`src/rtl/alu_writeback.sv`:
```
// alu_writeback: execution and write-back stage behind the 16x8 register file.
// Computes an 8-bit ALU result or an 8-cycle shift-add 8x8 multiply, then
// drives the file's Di/Xh/SRD/LE with the two-cycle write timing it needs.
// The file registers LE/SRD on one edge and loads Di on the next.
// Optional macro ALU_CARRY_OPS_EN enables ADC (0xA) and SBC (0xB).
// When the macro is undefined, opcodes 0xA and 0xB behave as NOP.
module alu_writeback #(
    parameter int         W       = 8,
    parameter logic [3:0] XH_IDX  = 4'd14,
    parameter logic [3:0] XL_IDX  = 4'd15,
    parameter logic [3:0] PIN_IDX = 4'd10
) (
    input  logic         clk,
    input  logic         rst,
    input  logic         start,
    input  logic [3:0]   op,
    input  logic [3:0]   dst,
    input  logic [W-1:0] a,
    input  logic [W-1:0] b,
    input  logic [W-1:0] imm,
    input  logic         use_imm,
    output logic [W-1:0] di,
    output logic [W-1:0] xh,
    output logic [3:0]   srd,
    output logic         le,
    output logic         busy,
    output logic         done,
    output logic [3:0]   flags
);

    typedef enum logic [2:0] {
        S_IDLE, S_MUL, S_WB, S_HOLD, S_WB2, S_HOLD2
    } state_t;

    state_t           state_q, state_d;
    logic [W-1:0]     a_q, a_d, b_q, b_d;
    logic [2:0]       cnt_q, cnt_d;
    logic [2*W-1:0]   prod_q, prod_d;
    logic             mul_q, mul_d;
    logic [W-1:0]     di_q, di_d, xh_q, xh_d;
    logic [3:0]       srd_q, srd_d;
    logic             le_q, le_d, busy_q, busy_d, done_q, done_d;
    logic [3:0]       flags_q, flags_d;

    logic [W-1:0]     b_op, alu_res;
    logic [W:0]       alu_sum;
    logic             alu_ok, alu_c, alu_v, cin, is_mul, protect;
    logic [2*W-1:0]   mul_add, prod_nxt;

    // Single-cycle ALU result and flags from the live operands at the accept edge.
    always_comb begin
        b_op    = use_imm ? imm : b;
        cin     = flags_q[2];
        alu_ok  = 1'b1;
        alu_sum = '0;
        alu_res = '0;
        alu_c   = 1'b0;
        alu_v   = 1'b0;
        case (op)
            4'h0: begin
                alu_sum = {1'b0, a} + {1'b0, b_op};
                alu_res = alu_sum[W-1:0];
                alu_c   = alu_sum[W];
                alu_v   = (a[W-1] == b_op[W-1]) && (alu_res[W-1] != a[W-1]);
            end
            4'h1: begin
                alu_sum = {1'b0, a} - {1'b0, b_op};
                alu_res = alu_sum[W-1:0];
                alu_c   = alu_sum[W];
                alu_v   = (a[W-1] != b_op[W-1]) && (alu_res[W-1] != a[W-1]);
            end
            4'h2: alu_res = a & b_op;
            4'h3: alu_res = a | b_op;
            4'h4: alu_res = a ^ b_op;
            4'h5: alu_res = ~a;
            4'h6: begin
                alu_res = {a[W-2:0], 1'b0};
                alu_c   = a[W-1];
            end
            4'h7: begin
                alu_res = {1'b0, a[W-1:1]};
                alu_c   = a[0];
            end
            4'h8: alu_res = b_op;
`ifdef ALU_CARRY_OPS_EN
            4'hA: begin
                alu_sum = {1'b0, a} + {1'b0, b_op} + {{W{1'b0}}, cin};
                alu_res = alu_sum[W-1:0];
                alu_c   = alu_sum[W];
                alu_v   = (a[W-1] == b_op[W-1]) && (alu_res[W-1] != a[W-1]);
            end
            4'hB: begin
                // 9-bit wrap leaves the borrow in the top bit.
                alu_sum = {1'b0, a} - {1'b0, b_op} - {{W{1'b0}}, cin};
                alu_res = alu_sum[W-1:0];
                alu_c   = alu_sum[W];
                alu_v   = (a[W-1] != b_op[W-1]) && (alu_res[W-1] != a[W-1]);
            end
`endif
            default: alu_ok = 1'b0;
        endcase
        is_mul  = (op == 4'h9);
        protect = (dst == PIN_IDX) || (dst == XH_IDX);
    end

    // One shift-add step per MUL cycle; cnt_q selects the multiplier bit.
    always_comb begin
        mul_add  = b_q[cnt_q] ? ({{W{1'b0}}, a_q} << cnt_q) : '0;
        prod_nxt = prod_q + mul_add;
    end

    // Sequencer next-state: le and done default low so each is a single-cycle pulse.
    always_comb begin
        state_d = state_q;
        a_d     = a_q;
        b_d     = b_q;
        cnt_d   = cnt_q;
        prod_d  = prod_q;
        mul_d   = mul_q;
        di_d    = di_q;
        xh_d    = xh_q;
        srd_d   = srd_q;
        le_d    = 1'b0;
        busy_d  = busy_q;
        done_d  = 1'b0;
        flags_d = flags_q;
        case (state_q)
            S_IDLE: begin
                if (start) begin
                    busy_d = 1'b1;
                    mul_d  = is_mul;
                    if (is_mul) begin
                        state_d = S_MUL;
                        a_d     = a;
                        b_d     = b_op;
                        cnt_d   = '0;
                        prod_d  = '0;
                    end else if (alu_ok) begin
                        state_d = S_WB;
                        di_d    = alu_res;
                        srd_d   = dst;
                        le_d    = !protect;
                        flags_d = {alu_res == '0, alu_c, alu_res[W-1], alu_v};
                    end else begin
                        state_d = S_HOLD;
                        done_d  = 1'b1;
                    end
                end
            end
            S_MUL: begin
                prod_d = prod_nxt;
                cnt_d  = cnt_q + 3'd1;
                if (cnt_q == 3'd7) begin
                    state_d = S_WB;
                    le_d    = 1'b1;
                    srd_d   = XL_IDX;
                    di_d    = prod_nxt[W-1:0];
                    xh_d    = prod_nxt[2*W-1:W];
                    flags_d = {prod_nxt == '0, prod_nxt[2*W-1:W] != '0, 2'b00};
                end
            end
            S_WB: begin
                state_d = S_HOLD;
                done_d  = !mul_q;
            end
            S_HOLD: begin
                if (mul_q) begin
                    // Second write: the file takes the high byte from Xh.
                    state_d = S_WB2;
                    le_d    = 1'b1;
                    srd_d   = XH_IDX;
                end else begin
                    state_d = S_IDLE;
                    busy_d  = 1'b0;
                end
            end
            S_WB2: begin
                state_d = S_HOLD2;
                done_d  = 1'b1;
            end
            S_HOLD2: begin
                state_d = S_IDLE;
                busy_d  = 1'b0;
            end
            default: state_d = S_IDLE;
        endcase
    end

    // State and output registers; reset aborts any operation in flight.
    always_ff @(posedge clk) begin
        if (rst) begin
            state_q <= S_IDLE;
            a_q     <= '0;
            b_q     <= '0;
            cnt_q   <= '0;
            prod_q  <= '0;
            mul_q   <= 1'b0;
            di_q    <= '0;
            xh_q    <= '0;
            srd_q   <= '0;
            le_q    <= 1'b0;
            busy_q  <= 1'b0;
            done_q  <= 1'b0;
            flags_q <= '0;
        end else begin
            state_q <= state_d;
            a_q     <= a_d;
            b_q     <= b_d;
            cnt_q   <= cnt_d;
            prod_q  <= prod_d;
            mul_q   <= mul_d;
            di_q    <= di_d;
            xh_q    <= xh_d;
            srd_q   <= srd_d;
            le_q    <= le_d;
            busy_q  <= busy_d;
            done_q  <= done_d;
            flags_q <= flags_d;
        end
    end

    assign di    = di_q;
    assign xh    = xh_q;
    assign srd   = srd_q;
    assign le    = le_q;
    assign busy  = busy_q;
    assign done  = done_q;
    assign flags = flags_q;

endmodule

```
`config.mk`:
```
export PLATFORM = sky130hd
export DESIGN_NAME = alu_writeback
export DESIGN_NICKNAME = d
export VERILOG_FILES = /design/src/rtl/alu_writeback.sv
export SDC_FILE = /design/constraint.sdc
export NUM_CORES = 1
export LEC_CHECK = 0
export CORE_AREA = 3 3 116 90
export DETAILED_ROUTE_END_ITERATION = 6
export DIE_AREA = 0 0 119 93
export GPL_TIMING_DRIVEN = 1
export PLACE_DENSITY = 0.8
export SKIP_CTS_REPAIR_TIMING = 1
export SLEW_MARGIN = 20
export SYNTH_ARGS = -nofsm -noshare
export SYNTH_HDL_FRONTEND = slang
export SYNTH_SLANG_ARGS = --single-unit
```
`constraint.sdc`:
```
create_clock -name clk -period 5.1 [get_ports clk]
set_clock_uncertainty 0.2 [all_clocks]
set_input_delay 1.02 -clock clk [delete_from_list [all_inputs] [get_ports clk]]
set_output_delay 1.02 -clock clk [all_outputs]
set_load 0.03 [all_outputs]
```
==> summary.md <==
| Metric | Value |
|---|---|
| Outcome | `finished clean` |
| DR iter-0 viols | `between 600 and 700` |
| Setup-failing EPs final | `0` |
| Synth area leader | `dfxtp_1` |
| Largest net degree at the start of global routing | `67` |
| Crit. End Element | `flop` |
| Peak Freq | `227 MHz` |
| Remaining Overflow, GRT | `0` |
| Setup CP Type | `in -> reg` |
| Layout area overhead | `20.0%` |
| CTS H-tree lvls | `3` |
| Reg2Reg Depth | `13` |
| Gr usage total | `29.1%` |
| Asr flop ratio synth | `0%` |
| Met2 GRT Util | `45.6%` |
| Post-Synthesis Cells | `approximately 700` |
| Clk sink count | `66` |
| Max-slew violations | `0` |
| DP Worst Slack | `~0.42 ns` |
| Max IR drop VDD | `approximately 0.2 mV` |
| Core Area | `9500 um^2` |
| FP Rows | `31` |
| P_leak | `0.00248 uW` |
| Top cells by area, synth | `dfxtp_1 (25%), ha_1 (9.7%), nor2_1 (7.9%)` |
| Crit path launch | `use_imm` |
| Final period utilization | `~86%` |
| Total vias in the final route | `about 5.6k` |
| EDFF count, synth | `0` |
| Worst R2R End | `flags[2]$_SDFFE_PP0P_` |
| First-pass GRT wire length | `between 20000 and 30000 um` |
| # DRC | `0` |
| Top cell type's share of synthesized area | `24.9%` |
| Routed Wire Length | `16300 um` |
| Ys Warns | `0` |
| Worst-Margin Slew | `0.871 ns` |
| GRT Max-Usage Layer | `met2` |
| Clk buf depth | `2` |
| Root Buffer | `clkbuf_16` |
| HP Class | `reg -> reg` |
| DR WL/cell | `between 15 and 20 um` |
| Layout cells sized above 1 | `5.98%` |
| Latest clock arrival within the worst-skew pair | `between 0.3 and 0.4 ns` |
| Grt met1 use | `41.3%` |
| PwrDens | `260 nW/um^2` |
| Headroom to the max-slew limit | `41.7%` |
| HP Start | `xh[1]$_SDFFE_PP0P_` |
| Fin Setup TNS | `0 ns` |
| R2R Setup Slk | `1.01 ns` |
| WHS Endpoint | `xh[1]$_SDFFE_PP0P_` |
| Port-buffer cells | `62` |
| Final Worst Setup Slack | `0.690 ns` |
| Mapped cell area | `~5300 um^2` |
| Worst-path clk slew | `roughly 0.06 ns` |
| Number of buffers created by CTS | `9` |
| Worst Path Required | `~5.1 ns` |
| Die width | `119 um` |
| Nets | `828` |
| Tmin final | `4.41 ns` |
| Initial antenna violation count | `0` |
| Syn Area/Cell | `7.56 um^2` |
| CTS tree | `done` |
| ANT cells | `0` |
| Final Hold Vio Count | `0` |
| Initial core utilization | `55.8%` |
| Routability cong. | `0.963` |
| Die area | `11100 um^2` |
| Met3 Use GR | `under 10%` |
| Max-cap viol count | `0` |
| RSZ-0062 raised after global routing | `false` |
| Die Ht | `93 um` |
| Vias in the first global route | `5138` |
| Hold Path Cell Cnt | `2` |
| Syn_nets | `782` |
| Worst r2r src | `cnt_q[0]$_SDFFE_PP0P_` |
| Via density | `6.33` |
| Antenna-violating nets left | `0` |
| Predominant post-synthesis flop cell | `dfxtp_1` |
| Crit Path Max Fanout | `4` |
| Seq/Total Area, Yosys | `24.9%` |
| CP Launch Type | `primary input` |
| Number of synthesized register bits | `66` |
| Pre-antenna DRT Iters | `6` |
| Crit path arrival time | `4.43 ns` |
| Dpl hpwl | `around 12000 um` |
| Distinct cells, synth | `75` |
| IO Pins | `63` |
-- placed cells by master (no fill, tap or decap), types with 9 or more instances in the layout --
cell,n
a211oi_1,20
a21oi_1,57
a22oi_1,14
buf_4,15
clkbuf_16,9
clkdlybuf4s50_1,61
dfxtp_1,66
ha_1,41
inv_1,27
mux2i_1,24
nand2_1,60
nand2b_1,11
nand3_1,16
nor2_1,111
nor3_1,20
nor4_1,11
o21ai_0,28
o22ai_1,9
-- area by class of cell --
class | instances | area (um^2)
timing repair buffer | 76 | 723
clock inverter | 6 | 113
sequential | 66 | 1320
inverter | 28 | 105
fill | 837 | 3140
tap | 132 | 165
clock buffer | 10 | 239
multi-input combinational | 567 | 3700
-- cells in the mapped netlist, types with 8 or more instances --
| cell type | instances |
|---|---|
| buf_2 | 9 |
| ha_1 | 41 |
| a211oi_1 | 20 |
| a21o_1 | 8 |
| nor4_1 | 11 |
| inv_1 | 27 |
| nor3_1 | 20 |
| o21ai_0 | 28 |
| clkbuf_1 | 28 |
| nand2_1 | 60 |
| o22ai_1 | 9 |
| dfxtp_1 | 66 |
| a22oi_1 | 14 |
| a21oi_1 | 57 |
| nand3_1 | 16 |
| o21bai_1 | 8 |
| nand2b_1 | 11 |
| nor2_1 | 111 |
| mux2i_1 | 24 |
-- power breakdown --
group / leakage (uW) / switching, uW / internal [uW]
Sequential: 0.000535 / 17.5 / 533
Combinational: 0.00177 / 233 / 144
Clock: 0.000173 / 238 / 492
-- per-layer routing --
metal	wire length, um	up-vias
met3	1400	17
met5	0	-
li1	-	2661
met1	7520	2627
met2	7150	298
met4	192	0
-- how the worst max path moves through the flow --
stage / to / slack [ns] / depth (start not counted)
finish: flags[3]$_SDFFE_PP0P_ / 0.69 / 13
global route: flags[3]$_SDFFE_PP0P_ / 0.44 / 12
CTS: flags[3]$_SDFFE_PP0P_ / 0.74 / 13
detailed placement: flags[3]$_SDFFE_PP0P_ / 0.42 / 13
global placement: flags[3]$_SDFFE_PP0P_ / 0.57 / 13
floorplan: flags[3]$_SDFFE_PP0P_ / 1.04 / 13
-- per-stage QoR --
| step | power [uW] | std cells | cell area [um^2] | util (%) | hold WS [ns] |
|---|---|---|---|---|---|
| 2_1_floorplan | 796 | 702 | 5310 | - | 0.236 |
| 3_3_place_gp | 924 | 869 | 6010 | 63.3 | 0.244 |
| 3_5_place_dp | 928 | 869 | 6010 | 63.3 | 0.251 |
| 4_1_cts | 1650 | 885 | 6360 | 67.0 | 0.259 |
| 5_1_grt | 1710 | 885 | 6360 | 67.0 | 0.270 |
| 6_report | 1660 | 885 | 6360 | 67.0 | 0.259 |
-- worst max-delay path, stage by stage --
cell and delay, ns:
clkdlybuf4s50_1 0.55, mux2i_1 0.35, inv_1 0.14, ha_1 0.27, fa_1 0.44, a21oi_1 0.17
o21bai_1 0.14, a2111oi_0 0.46, a2111oi_0 0.14, a41oi_1 0.24, or3_1 0.17, nor4_1 0.06
o31a_1 0.27
-- cell families after synthesis --
| family | synth area share [%] |
|---|---|
| simple gates | 24.3 |
| compound gates | 26.2 |
| buf+inv | 5.38 |
| flops | 24.9 |
| fa+ha+maj | 10.8 |
| mux | 6.44 |
| xor+xnor | 1.98 |
-- sequential cells by signal, summed over array words and instances (netlist names) --
signal   cells
di           8
xh           8
flags        4
b_q          8
prod_q      16
busy         1
a_q          8
mul_q        1
srd          4
done         1
le           1
cnt_q        3
state_q      3
(Power assumes the default switching activity.)
